### src/rtl/fetch_sequencer_if.sv
// Interface between the fetch sequencer and the surrounding pipeline.
// It carries the redirect sources, hazard, memory and halt inputs, plus all
// control outputs to the fetch stage and the pipeline registers.
//   master : the sequencer (drives fetch/flush/imem_req/status)
//   slave  : the pipeline / environment (drives redirects, hazard, imem_ready, halt)
// Handshake: imem_req is the request (valid) and imem_ready is the response
// (ready). A fetch completes in any cycle where both are 1. While imem_req=1
// and imem_ready=0 the PC is held, and the request stays asserted until
// imem_ready returns. imem_ready is ignored while imem_req=0.
interface fetch_sequencer_if #(
  parameter int ADDR_W  = 20,
  parameter int COUNT_W = 16
);
  logic              branch_taken;
  logic [ADDR_W-1:0] branch_target;
  logic              jump_valid;
  logic [ADDR_W-1:0] jump_target;
  logic              hazard_stall;
  logic              imem_ready;
  logic              halt;
  logic              fetch_stall;
  logic              fetch_jump_en;
  logic [ADDR_W-1:0] fetch_jump_addr;
  logic              flush_if_id;
  logic              flush_id_ex;
  logic              imem_req;
  logic              mem_timeout;
  logic [2:0]        ctrl_state;
  logic [COUNT_W-1:0] stall_count;

  modport master (
    input  branch_taken, branch_target, jump_valid, jump_target,
           hazard_stall, imem_ready, halt,
    output fetch_stall, fetch_jump_en, fetch_jump_addr, flush_if_id,
           flush_id_ex, imem_req, mem_timeout, ctrl_state, stall_count
  );

  modport slave (
    output branch_taken, branch_target, jump_valid, jump_target,
           hazard_stall, imem_ready, halt,
    input  fetch_stall, fetch_jump_en, fetch_jump_addr, flush_if_id,
           flush_id_ex, imem_req, mem_timeout, ctrl_state, stall_count
  );
endinterface

### src/rtl/fetch_sequencer.sv
// Fetch sequencer: steers the external PC register through stall / jump-enable
// / jump-address, and drives the IF/ID and ID/EX flush lines. It arbitrates EX
// branches, ID jumps, load-use stalls and instruction-memory wait states. A
// watchdog faults the sequencer after TIMEOUT consecutive wait cycles, and a
// saturating counter records how many cycles the fetch was stalled.
// Ports:
//   clock  : single clock, all state on posedge
//   reset  : synchronous, active-high
//   bus    : fetch_sequencer_if.master (see the interface for the signal list)
// The control outputs are Mealy, so the PC reacts at the same edge.
// ctrl_state exposes the FSM state as BOOT=0 RUN=1 MEMWAIT=2 HALTED=3.
module fetch_sequencer #(
  parameter int                ADDR_W       = 20,
  parameter logic [ADDR_W-1:0] RESET_VECTOR = '0,
  parameter int                TIMEOUT      = 16,
  parameter int                COUNT_W      = 16
) (
  input  logic               clock,
  input  logic               reset,
  fetch_sequencer_if.master  bus
);

  localparam int WD_W = $clog2(TIMEOUT + 1);

  typedef enum logic [2:0] {
    BOOT    = 3'd0,
    RUN     = 3'd1,
    MEMWAIT = 3'd2,
    HALTED  = 3'd3
  } state_t;

  state_t             state_q, state_d;
  logic               pend_valid_q, pend_valid_d;
  logic [ADDR_W-1:0]  pend_addr_q, pend_addr_d;
  logic [WD_W-1:0]    wd_q, wd_d;
  logic               timeout_q, timeout_d;
  logic [COUNT_W-1:0] count_q, count_d;

  logic               stall;
  logic               jump_en;
  logic [ADDR_W-1:0]  jump_addr;
  logic               flush_ifid;
  logic               flush_idex;
  logic               req;

  always_ff @(posedge clock) begin
    if (reset) begin
      state_q      <= BOOT;
      pend_valid_q <= 1'b0;
      pend_addr_q  <= RESET_VECTOR;
      wd_q         <= '0;
      timeout_q    <= 1'b0;
      count_q      <= '0;
    end else begin
      state_q      <= state_d;
      pend_valid_q <= pend_valid_d;
      pend_addr_q  <= pend_addr_d;
      wd_q         <= wd_d;
      timeout_q    <= timeout_d;
      count_q      <= count_d;
    end
  end

  always_comb begin
    state_d      = state_q;
    pend_valid_d = pend_valid_q;
    pend_addr_d  = pend_addr_q;
    wd_d         = '0;          // cleared in every cycle spent outside MEMWAIT
    timeout_d    = timeout_q;
    stall        = 1'b0;
    jump_en      = 1'b0;
    jump_addr    = RESET_VECTOR;
    flush_ifid   = 1'b0;
    flush_idex   = 1'b0;
    req          = 1'b0;

    if (reset) begin
      // Load the reset vector into the PC and drain both pipeline registers.
      jump_en    = 1'b1;
      flush_ifid = 1'b1;
      flush_idex = 1'b1;
    end else begin
      unique case (state_q)
        BOOT: begin
          stall      = 1'b1;
          flush_ifid = 1'b1;
          flush_idex = 1'b1;
          state_d    = RUN;
        end

        RUN: begin
          req = 1'b1;
          if (bus.branch_taken && bus.imem_ready) begin
            jump_en    = 1'b1;
            jump_addr  = bus.branch_target;
            flush_ifid = 1'b1;
            flush_idex = 1'b1;
          end else if (bus.jump_valid && bus.imem_ready) begin
            jump_en    = 1'b1;
            jump_addr  = bus.jump_target;
            flush_ifid = 1'b1;
          end else if (bus.hazard_stall &&
                       !(!bus.imem_ready && (bus.branch_taken || bus.jump_valid))) begin
            // A redirect that meets a memory wait must be captured, so the
            // load-use stall only wins when there is nothing to remember.
            stall      = 1'b1;
            flush_idex = 1'b1;
          end else if (!bus.imem_ready) begin
            stall   = 1'b1;
            state_d = MEMWAIT;
            if (bus.branch_taken) begin
              pend_valid_d = 1'b1;
              pend_addr_d  = bus.branch_target;
              flush_idex   = 1'b1;
            end else if (bus.jump_valid) begin
              pend_valid_d = 1'b1;
              pend_addr_d  = bus.jump_target;
            end
          end else if (bus.halt) begin
            stall   = 1'b1;
            state_d = HALTED;
          end
        end

        MEMWAIT: begin
          req   = 1'b1;
          stall = 1'b1;
          // EX branches are older than ID jumps, so a branch always replaces
          // a pending jump, and a jump never replaces anything.
          if (bus.branch_taken) begin
            pend_valid_d = 1'b1;
            pend_addr_d  = bus.branch_target;
          end else if (bus.jump_valid && !pend_valid_q) begin
            pend_valid_d = 1'b1;
            pend_addr_d  = bus.jump_target;
          end
          if (bus.imem_ready) begin
            stall   = 1'b0;
            state_d = RUN;
            if (pend_valid_d) begin
              jump_en    = 1'b1;
              jump_addr  = pend_addr_d;
              flush_ifid = 1'b1;
            end
            pend_valid_d = 1'b0;
          end else begin
            wd_d = wd_q + 1'b1;
            if (wd_d == WD_W'(TIMEOUT)) begin
              timeout_d = 1'b1;
              state_d   = HALTED;
            end
          end
        end

        HALTED: begin
          stall = 1'b1;
        end

        default: begin
          state_d = BOOT;
        end
      endcase
    end
  end

  // Saturating stall counter; stall is 0 under reset and the register clears anyway.
  always_comb begin
    count_d = count_q;
    if (stall && (count_q != {COUNT_W{1'b1}})) begin
      count_d = count_q + 1'b1;
    end
  end

  assign bus.fetch_stall     = stall;
  assign bus.fetch_jump_en   = jump_en;
  assign bus.fetch_jump_addr = jump_addr;
  assign bus.flush_if_id     = flush_ifid;
  assign bus.flush_id_ex     = flush_idex;
  assign bus.imem_req        = req;
  assign bus.mem_timeout     = timeout_q;
  assign bus.ctrl_state      = state_q;
  assign bus.stall_count     = count_q;

endmodule

### src/flat_wrapper.sv
// flat-port wrapper written by rule: the top's interface ports become plain ports
module fetch_sequencer_flat 
#(
  parameter int                ADDR_W       = 20,
  parameter logic [ADDR_W-1:0] RESET_VECTOR = '0,
  parameter int                TIMEOUT      = 16,
  parameter int                COUNT_W      = 16
)
  (clock, reset, bus_branch_taken, bus_branch_target, bus_jump_valid, bus_jump_target, bus_hazard_stall, bus_imem_ready, bus_halt, bus_fetch_stall, bus_fetch_jump_en, bus_fetch_jump_addr, bus_flush_if_id, bus_flush_id_ex, bus_imem_req, bus_mem_timeout, bus_ctrl_state, bus_stall_count);
  fetch_sequencer_if #(.ADDR_W(ADDR_W), .COUNT_W(COUNT_W)) bus_i ();
  input  logic clock;
  input  logic reset;
  input wire logic [$bits(bus_i.branch_taken)-1:0] bus_branch_taken;
  input wire logic [$bits(bus_i.branch_target)-1:0] bus_branch_target;
  input wire logic [$bits(bus_i.jump_valid)-1:0] bus_jump_valid;
  input wire logic [$bits(bus_i.jump_target)-1:0] bus_jump_target;
  input wire logic [$bits(bus_i.hazard_stall)-1:0] bus_hazard_stall;
  input wire logic [$bits(bus_i.imem_ready)-1:0] bus_imem_ready;
  input wire logic [$bits(bus_i.halt)-1:0] bus_halt;
  output wire logic [$bits(bus_i.fetch_stall)-1:0] bus_fetch_stall;
  output wire logic [$bits(bus_i.fetch_jump_en)-1:0] bus_fetch_jump_en;
  output wire logic [$bits(bus_i.fetch_jump_addr)-1:0] bus_fetch_jump_addr;
  output wire logic [$bits(bus_i.flush_if_id)-1:0] bus_flush_if_id;
  output wire logic [$bits(bus_i.flush_id_ex)-1:0] bus_flush_id_ex;
  output wire logic [$bits(bus_i.imem_req)-1:0] bus_imem_req;
  output wire logic [$bits(bus_i.mem_timeout)-1:0] bus_mem_timeout;
  output wire logic [$bits(bus_i.ctrl_state)-1:0] bus_ctrl_state;
  output wire logic [$bits(bus_i.stall_count)-1:0] bus_stall_count;
  assign bus_i.branch_taken = bus_branch_taken;
  assign bus_i.branch_target = bus_branch_target;
  assign bus_i.jump_valid = bus_jump_valid;
  assign bus_i.jump_target = bus_jump_target;
  assign bus_i.hazard_stall = bus_hazard_stall;
  assign bus_i.imem_ready = bus_imem_ready;
  assign bus_i.halt = bus_halt;
  assign bus_fetch_stall = bus_i.fetch_stall;
  assign bus_fetch_jump_en = bus_i.fetch_jump_en;
  assign bus_fetch_jump_addr = bus_i.fetch_jump_addr;
  assign bus_flush_if_id = bus_i.flush_if_id;
  assign bus_flush_id_ex = bus_i.flush_id_ex;
  assign bus_imem_req = bus_i.imem_req;
  assign bus_mem_timeout = bus_i.mem_timeout;
  assign bus_ctrl_state = bus_i.ctrl_state;
  assign bus_stall_count = bus_i.stall_count;
  fetch_sequencer #(.ADDR_W(ADDR_W), .RESET_VECTOR(RESET_VECTOR), .TIMEOUT(TIMEOUT), .COUNT_W(COUNT_W)) u_core (.clock(clock), .reset(reset), .bus(bus_i));
endmodule
### config.mk
export PLATFORM = sky130hd
export DESIGN_NAME = fetch_sequencer_flat
export DESIGN_NICKNAME = d
export VERILOG_FILES = /design/src/rtl/fetch_sequencer_if.sv /design/src/rtl/fetch_sequencer.sv /design/src/flat_wrapper.sv
export SDC_FILE = /design/constraint.sdc
export NUM_CORES = 1
export LEC_CHECK = 0
export ABC_AREA = 1
export BUFFER_PORTS_ARGS = -buffer_cell sky130_fd_sc_hd__buf_2
export CAP_MARGIN = 15
export CORE_ASPECT_RATIO = 0.6
export CORE_UTILIZATION = 55
export CTS_BUF_LIST = sky130_fd_sc_hd__clkbuf_16
export DETAILED_ROUTE_END_ITERATION = 8
export HOLD_SLACK_MARGIN = 0.03
export PLACE_DENSITY = 0.83
export SYNTH_ARGS = -nofsm -noshare
export SYNTH_HDL_FRONTEND = slang
export SYNTH_SLANG_ARGS = --single-unit
### constraint.sdc
create_clock -name clock -period 2.15 [get_ports clock]
set_input_delay 0 -clock clock [delete_from_list [all_inputs] [get_ports clock]]
set_output_delay 0 -clock clock [all_outputs]
set_load 0.1 [all_outputs]
==> flow_summary.json, run 1 <==
{
  "status": "finished, final reports clean",
  "fin_crit_sh_pct": 97.3,
  "hold_path_startpoint": "bus_branch_taken",
  "synth_top_area_share_pct": 23.9,
  "io_pins": 92,
  "finalPower_mw": 5.85,
  "worstPathArrival_ns": 2.09,
  "antenna_found_initial": 0,
  "row_count": 22,
  "tightest_slew_ns": 0.722,
  "pre_cts_slack_ns": 0.0559,
  "timing.final.ws_setup_ns": 0.0583,
  "yosysSeqAreaShare_pct": 23.9,
  "drt_iter0_markers": 435,
  "grt_overflow": 0,
  "drive_above_1_share_pct": 26.4,
  "ff2ff_path_depth": 9,
  "whs_endpoint": "u_core.pend_addr_q[19]",
  "postLayoutCoreUtil_pct": 80.8,
  "hold_buffers": 0,
  "antenna_cells": 0,
  "worstSetupStartpoint": "u_core.bus.ctrl_state[0]",
  "hold_slack_ns": 0.128,
  "synth_top_family_by_area": "simple AND/OR/NAND/NOR gates",
  "ys_top_cells_by_area": "dfxtp_1 (24%), nand2_1 (15%), a21oi_1 (9.6%), o21ai_0 (8.9%), inv_1 (7.6%)",
  "muxShareOfSynthArea_pct": 0,
  "maxCapViolCount": 0,
  "drcViolationCount": 0,
  "seqPwrFrac_pct": 21.6,
  "ant_nets": 0,
  "die-area_sq_um": 7190,
  "yosysTopAreaCell": "dfxtp_1",
  "ys_warn_count": 0,
  "post_drt_wl_per_cell_um": 15.5,
  "area.growth.synth_to_final_pct": 36.4,
  "switching_share_pct": 53.4,
  "grt_use_total_pct": 34.9,
  "slew_headroom_pct": 51.8,
  "dieWidth_um": 109,
  "synth_adder_area_share_pct": 2.33,
  "pwr-share-comb_pct": 63.4,
  "rr_startpoint": "u_core.bus.ctrl_state[1]",
  "avgSynthCellArea_sq_um": 5.82,
  "intPower_mw": 2.72,
  "grt_pass1_wl_um": 19500,
  "dp_hpwl_um": 8540,
  "portBuffers": 90,
  "cp_max_fo": 7,
  "viasPerCell": 5.86,
  "routed-via-count": 4719,
  "stdcell_count": 805,
  "rrSetupSlack_ns": 0.19,
  "drv_slew": 0,
  "numCtsBuffers": 5,
  "wl_um": 12500,
  "fin_crit_ns": 2.09,
  "firstDrtPassIters": 6,
  "nFillCells": 462,
  "cts_root_buffer": "clkbuf_16",
  "p_per_area_nw_per_um2": 1140,
  "holdCritPathClass": "in2reg",
  "cts_tree": "done",
  "coreArea_sq_um": 6360,
  "placed_area_sq_um": 4830,
  "hold_viol": 0,
  "max_freq_ghz": 0.478,
  "clock_sinks": 45,
  "clkLatencyLatePin_ns": 0.29,
  "htree_levels": 2,
  "p_leak_nw": 2.13,
  "ir_worst_vdd_mv": 0.880,
  "skew_ns": 0.00288,
  "netlist-cell-type-count": 27,
  "design_area_sq_um": 5140,
  "synth-simple-area-share_pct": 30.6,
  "start_kind": "flop",
  "post-place-cells": 789,
  "grt_pass1_vias": 4114,
  "rr_endpoint": "u_core.pend_addr_q[15]",
  "grt_max_degree": 43,
  "hold_depth": 4,
  "p_clk_share_pct": 15.1,
  "syn_inst": 647,
  "setup_viol": 0,
  "start_util_pct": 59.2,
  "synth.cell_area_sq_um": 3760,
  "nets": 774,
  "synth_xor_area_share_pct": 1.63,
  "p_sw_mw": 3.12,
  "gp_congestion": 0.899,
  "crit_required_ns": 2.15,
  "path_class": "reg2out",
  "synth-compound-area-share_pct": 27.8,
  "critPathCaptureType": "primary output",
  "cts.clk_slew.worst_paths_ns": 0.06,
  "finalSetupTns_ns": 0,
  "cts_buffer_depth": 2,
  "syn-num-nets": 701,
  "ys_ff_latch": 45,
  "die_h_um": 66.1
}
## synth_stat cells
cell type  number
nand2_1       151
inv_1          76
a21oi_1        72
o21ai_0        67
nor2_1         66
dfxtp_1        45
nand3_1        36
clkbuf_1       22
o21ai_1        20
o211ai_1       19
buf_2          16
a21oi_2        10
nand4_1         8
ha_1            7
inv_2           6
nand2_2         5
xnor2_1         4
buf_6           3
nor2_4          3
xor2_1          3
o22ai_1         2
buf_4           1
conb_1          1
nand3_4         1
nor2_2          1
nor2_8          1
o31ai_1         1
## power groups by stage
stage	combinational, mW	clock, mW	sequential, mW
final	3.71	0.882	1.26
after global routing	3.96	0.919	1.28
after CTS	3.52	0.880	1.25
after detailed placement	3.45	0	1.26
after global placement	3.38	0	1.24
after floorplan	2.45	0	1.47
## worst max-delay path by stage
| stage | endpoint | depth (start not counted) |
|---|---|---|
| floorplan | bus_fetch_jump_addr[0] | 7 |
| global placement | bus_flush_if_id | 11 |
| detailed placement | bus_fetch_jump_addr[12] | 9 |
| CTS | bus_fetch_jump_addr[16] | 10 |
| global route | bus_fetch_jump_addr[9] | 9 |
| finish | bus_fetch_jump_addr[2] | 9 |
## registers in the layout, indices dropped and copies added, names as in the netlist
signal                  flops
u_core.pend_addr_q         20
u_core.bus.mem_timeout      1
u_core.bus.stall_count     16
u_core.bus.ctrl_state       2
u_core.pend_valid_q         1
u_core.wd_q                 5
## critical path: stages, from the launching register on
cell	delay, ns
dfxtp_4	0.41
ha_4	0.19
nand2_4	0.07
nor2_4	0.19
clkinvlp_4	0.13
buf_4	0.17
a21oi_2	0.12
o21ai_1	0.12
a21oi_4	0.21
buf_12	0.19
## routing by layer
layer / global-route usage (%) / part of all wire, %
met5: 0 / 0
met4: 8.61 / 2.5
met3: 9.16 / 12
met1: 48.1 / 42
met2: 53.9 / 43
## logic make-up after synthesis
| logic type | after synthesis |
|---|---|
| DFF | 45 |
| xor gates and xnor gates | 7 |
| AOI/OAI and AO/OA | 191 |
| buffers and inverters | 124 |
| adders and majority gates | 7 |
| other | 1 |
| and+or+nand+nor | 272 |
## layout by cell type, fill, tap and decap left out, types with 19 or more instances in the layout
master    synthesis  final
buf_12            0     25
o21ai_1          20     26
nor2_1           66     64
nand3_1          36     36
dfxtp_1          45     40
nand2_1         151    150
buf_2            16     67
o211ai_1         19     19
a21oi_4           0     20
a21oi_1          72     45
o21ai_0          67     56
inv_1            76     71
## repair_timing
item                       in CTS  in global routing
gates cloned                    1                  0
gates resized for setup        14                 19
setup endpoints to repair      22                 22
pin swaps                       2                 17
buffers inserted                3                  4
## layout make-up
class | count | area, sq um | share of cell area, %
timing repair inverter | 1 | 7.51 | 0.146
clock buffer | 5 | 125 | 2.44
sequential | 45 | 912 | 17.8
inverter | 82 | 317 | 6.16
tap | 84 | 105 | 2.05
timing repair buffer | 107 | 960 | 18.7
clock inverter | 3 | 37.5 | 0.731
multi-input combinational | 478 | 2670 | 52.0
Power figures use the tool's default switching activity.
==> run 2: changes to the inputs <==
Settings changed: PLACE_DENSITY 0.83 to 0.81, RECOVER_POWER set to 100.
==> flow_summary.json, run 2 (synthesized netlist as in run 1, its figures left out) <==
{
  "area.growth.synth_to_final_pct": 37.3,
  "antenna_found_initial": 0,
  "switching_share_pct": 53.5,
  "path_class": "reg2out",
  "clkLatencyLatePin_ns": 0.30,
  "final_common_cell": "nand2_1",
  "io_pins": 92,
  "cts.clk_slew.worst_paths_ns": 0.06,
  "drt_iter0_markers": 575,
  "skew_ns": 0.00607,
  "max_freq_ghz": 0.460,
  "hold_path_startpoint": "bus_branch_target[18]",
  "maxCapViolCount": 0,
  "hold_viol": 0,
  "post_drt_wl_per_cell_um": 15.9,
  "slew_headroom_pct": 21.4,
  "grt_pass1_wl_um": 20100,
  "portBuffers": 90,
  "p_clk_share_pct": 14.8,
  "drcViolationCount": 0,
  "cp_max_fo": 5,
  "antenna_cells": 0,
  "fin_crit_sh_pct": 101,
  "holdCritPathClass": "in2reg",
  "violations": "negative setup slack",
  "pwr-share-comb_pct": 64.1,
  "layout_common_cells": "nand2_1 (150), inv_1 (71), buf_2 (65)",
  "critPathCaptureType": "primary output",
  "start_kind": "flop",
  "die_h_um": 66.1,
  "dp_hpwl_um": 8580,
  "postLayoutCoreUtil_pct": 81.3,
  "drive_above_1_share_pct": 26.3,
  "intPower_mw": 2.75,
  "timing.final.ws_setup_ns": -0.0238,
  "numCtsBuffers": 5,
  "rsz0062_at_grt": "yes",
  "nets": 778,
  "grt_overflow": 0,
  "grt_use_total_pct": 36.2,
  "cts_buffer_depth": 2,
  "crit_required_ns": 2.15,
  "gp_congestion": 0.877,
  "htree_levels": 2,
  "p_per_area_nw_per_um2": 1150,
  "setup_viol": 1,
  "grt_max_degree": 49,
  "worstPathArrival_ns": 2.17,
  "cts_tree": "done",
  "die-area_sq_um": 7190,
  "p_leak_nw": 2.14,
  "regMostFlops": "u_core.pend_addr_q",
  "viasPerCell": 5.80,
  "firstDrtPassIters": 5,
  "ir_worst_vdd_mv": 0.921,
  "ant_nets": 0,
  "fin_crit_ns": 2.17,
  "status": "complete, but fails checks",
  "seqPwrFrac_pct": 21.2,
  "wl_um": 12800,
  "clock_sinks": 45,
  "cts_root_buffer": "clkbuf_16",
  "dieWidth_um": 109,
  "row_count": 22,
  "p_sw_mw": 3.17,
  "tightest_slew_ns": 1.18,
  "grt_pass1_vias": 4139,
  "routed-via-count": 4696,
  "finalPower_mw": 5.92,
  "start_util_pct": 59.2,
  "largest_reg_flops": 20,
  "coreArea_sq_um": 6360,
  "drv_slew": 0,
  "worstSetupStartpoint": "u_core.bus.ctrl_state[1]",
  "rr_startpoint": "u_core.bus.ctrl_state[1]"
}
run 2: cell types whose count changed in the layout (fill, tap and decap cells not counted), sizes merged:
| cell | previous run | this run |
|---|---|---|
| clkbuf | 5 | 7 |
| buf | 107 | 108 |
| clkinvlp | 2 | 3 |
run 2: worst max-delay path: stages (launching register included):
cell        delay [ns]
dfxtp_4           0.36
inv_4             0.06
ha_4              0.15
nand2_4           0.07
nor2_4            0.24
clkinvlp_4        0.29
a21oi_2           0.19
o21ai_2           0.10
a21oi_4           0.22
buf_12            0.19
run 2: layout make-up:
type / count / area (sq um)
clock inverter: 3 / 37.5
clock buffer: 5 / 125
multi-input combinational: 478 / 2680
timing repair inverter: 2 / 15.0
fill: 430 / 1190
tap: 84 / 105
sequential: 45 / 912
timing repair buffer: 110 / 980
inverter: 82 / 317
run 2: stage by stage:
| step | hold slack [ns] | cell area [sq um] | setup WS, ns | std cells | TNS, ns |
|---|---|---|---|---|---|
| global placement | 0.392 | 4850 | 0.119 | 792 | 0 |
| detailed placement | 0.406 | 4850 | 0.0958 | 792 | 0 |
| global route | 0.153 | 5170 | -0.0882 | 809 | -0.702 |
| CTS | 0.104 | 5070 | -0.00760 | 804 | -0.00922 |
| floorplan | 0.256 | 4070 | -0.184 | 647 | -3.72 |
| finish | 0.106 | 5170 | -0.0238 | 809 | -0.0238 |
run 2: layer usage:
layer  vias to the layer above  part of all wire, %  GRT usage, %
li1                       2258                    -             -
met1                      2112                   45          52.5
met2                       303                   43          52.8
met3                        23                   12          8.08
met4                         0                  1.4          10.5
met5                         -                    0             0
run 2: what timing repair did:
action	4_1_cts	5_1_grt
gates resized for setup	19	15
cloned	2	0
endpoints found under the setup margin	21	20
buffers inserted	2	5
pin swaps	9	12
hold buffers	0	0
run 2: power groups by stage:
stage | Sequential, mW | Clock [mW] | Combinational [mW]
after detailed placement | 1.26 | 0 | 3.48
after global placement | 1.24 | 0 | 3.41
after global routing | 1.27 | 0.898 | 4.06
final | 1.25 | 0.875 | 3.79
after floorplan | 1.47 | 0 | 2.45
after CTS | 1.25 | 0.874 | 3.57
run 2: worst paths after layout:
path	endpoint	slack, ns	depth (start not counted)
worst max-delay path	bus_fetch_jump_addr[2]	-0.02	9
worst min-delay path	u_core.pend_addr_q[18]	0.11	5
worst max register to register	u_core.pend_addr_q[2]	0.23	9
worst min register to register	u_core.bus.mem_timeout	0.47	2
==> run 3: changes to the inputs <==
Settings changed: ABC_AREA 1 to unset, CORE_UTILIZATION 55 to 54.
==> flow_summary.json, run 3 <==
{
  "synth_edf_count": 0,
  "drcViolationCount": 0,
  "hold_viol": 0,
  "dieWidth_um": 105,
  "viasPerCell": 6.12,
  "finalPower_mw": 4.54,
  "numCtsBuffers": 5,
  "cp_slowest_cell": "o32a_1",
  "postLayoutCoreUtil_pct": 79.0,
  "cpPeakStageDelay_ns": 0.39,
  "syn_inst": 458,
  "die_h_um": 64.0,
  "yosysTopAreaCell": "dfxtp_1",
  "avgSynthCellArea_sq_um": 7.56,
  "setup_viol": 0,
  "ant_nets": 0,
  "holdCritPathClass": "in2reg",
  "yosysSeqAreaShare_pct": 26.0,
  "ys_warn_count": 0,
  "coreArea_sq_um": 6140,
  "cp_common_cell": "buf_12",
  "path_buf_inv": 4,
  "netlist_top_cells_count": "dfxtp_1 (45), a211oi_1 (41), nor2_1 (38)",
  "drv_slew": 0,
  "ir_worst_vdd_mv": 0.563,
  "pwr-share-comb_pct": 56.7,
  "slew_headroom_pct": 20.0,
  "fin_crit_ns": 2.10,
  "start_util_pct": 56.4,
  "worstPathArrival_ns": 2.10,
  "antenna_found_initial": 0,
  "stdcell_count": 638,
  "grt_use_total_pct": 30.8,
  "cp_top_family": "buffers and inverters",
  "drive_above_1_share_pct": 29.8,
  "tightest_slew_ns": 1.20,
  "intPower_mw": 2.38,
  "drt_iter0_markers": 319,
  "maxCapViolCount": 0,
  "design_area_sq_um": 4850,
  "cts.clk_slew.worst_paths_ns": 0.06,
  "path_class": "reg2out",
  "ys_top_cells_by_area": "dfxtp_1 (26%), a211oi_1 (8.9%), mux2i_1 (6.1%), o32a_1 (5.8%), a21oi_1 (4.6%)",
  "crit_required_ns": 2.15,
  "row_count": 22,
  "syn-num-nets": 512,
  "p_sw_mw": 2.16,
  "portBuffers": 90,
  "fin_crit_sh_pct": 97.8,
  "post-place-cells": 625,
  "gp_congestion": 0.836,
  "p_leak_nw": 1.89,
  "grt_overflow": 0,
  "placed_area_sq_um": 4630,
  "grt_pass1_vias": 3444,
  "regMostFlops": "u_core.pend_addr_q",
  "synth_top_area_share_pct": 26.0,
  "htree_levels": 2,
  "dp_hpwl_um": 7350,
  "nFillCells": 437,
  "routed-via-count": 3902,
  "firstDrtPassIters": 5,
  "start_kind": "flop",
  "clkLatencyLatePin_ns": 0.29,
  "synth_most_common_cell": "dfxtp_1",
  "cp_max_fo": 8,
  "clock_sinks": 45,
  "ys_ff_latch": 45,
  "hold_slack_ns": 0.124,
  "skew_ns": 0.00594,
  "antenna_cells": 0,
  "largest_reg_flops": 20,
  "async_flop_share_pct": 0,
  "layout_common_cells": "buf_2 (47), a211oi_1 (41), nand2_1 (37)",
  "cts_buffer_depth": 2,
  "max_freq_ghz": 0.476,
  "seqPwrFrac_pct": 24.4,
  "p_per_area_nw_per_um2": 937,
  "die-area_sq_um": 6750,
  "nets": 607,
  "cts_root_buffer": "clkbuf_16",
  "path_cells": "buf_6 > ha_4 > buf_12 > o211ai_1 > buf_4 > o32a_1 > nor2_4 > buf_12",
  "ys.flop_type": "dfxtp_1",
  "wl_um": 10700,
  "io_pins": 92,
  "switching_share_pct": 47.6,
  "cts_tree": "done",
  "final_common_cell": "buf_2",
  "area.growth.synth_to_final_pct": 40.1,
  "hold_buffers": 0,
  "critPathCaptureType": "primary output",
  "status": "finished, final reports clean",
  "synth.cell_area_sq_um": 3460,
  "post_drt_wl_per_cell_um": 16.8,
  "netlist-cell-type-count": 47,
  "grt_max_degree": 66,
  "grt_pass1_wl_um": 16700,
  "p_clk_share_pct": 18.9
}
-- run 3: power groups by stage --
stage	registers [mW]	clock network (mW)	logic (mW)
floorplan	1.33	0	1.58
global placement	1.10	0	2.38
detailed placement	1.11	0	2.42
CTS	1.10	0.863	2.48
global route	1.12	0.900	2.72
finish	1.11	0.860	2.58
-- run 3: cells by family (layout without fill, tap and decap cells) --
logic type	after synthesis	count (layout)	synth area share [%]
xor+xnor	6	6	1.52
compound gates	127	127	26.6
simple gates	201	201	31.1
other cells	1	1	0.108
buf+inv	50	146	6.04
flops	45	45	26.0
mux	21	21	6.07
fa+ha+maj	7	7	2.53
-- run 3: area by class of cell --
type                    count  area [sq um]  area share (%)
multi-input cells         363          2560            52.8
repair buffers            127          1020            21.1
flip-flops and latches     45           950            19.6
clock buffers               5           125            2.58
well taps                  84           105            2.17
inverters                  11          43.8           0.903
clock inverters             3          38.8           0.800
-- run 3: repair_timing --
| action | CTS | global route |
|---|---|---|
| pin swaps | 1 | 4 |
| gates resized for setup | 6 | 6 |
| setup buffers | 0 | 4 |
| setup endpoints to repair | 22 | 28 |
| cloned | 0 | 1 |
-- run 3: through the flow --
| step | setup WS [ns] | setup TNS, ns |
|---|---|---|
| global route | -0.0282 | -0.128 |
| global placement | 0.124 | 0 |
| CTS | 0.00402 | 0 |
| detailed placement | 0.0425 | 0 |
| floorplan | -0.0312 | -0.0610 |
| finish | 0.0472 | 0 |
-- run 3: worst paths after layout --
kind / start / to / slack (ns) / depth (start not counted)
min: bus_imem_ready / u_core.pend_valid_q / 0.12 / 3
max reg2reg: u_core.bus.stall_count[0] / u_core.bus.stall_count[2] / 0.07 / 8
max: u_core.bus.ctrl_state[1] / bus_fetch_jump_addr[6] / 0.05 / 8
min reg2reg: u_core.pend_addr_q[7] / u_core.pend_addr_q[7] / 0.46 / 2
-- run 3: metal layers --
layer	track usage (%)	up-vias	wire (um)
met5	0	-	0
met3	6.84	14	953
li1	-	1878	-
met4	6.87	0	146
met1	44.0	1830	4920
met2	47.0	180	4700
-- run 3: worst min-delay path: cells and delay by family --
kind / cells / cell delay [ns]
buffers and inverters: 1 / 0.15
and+or+nand+nor: 1 / 0.13
AOI/OAI and AO/OA: 1 / 0.10
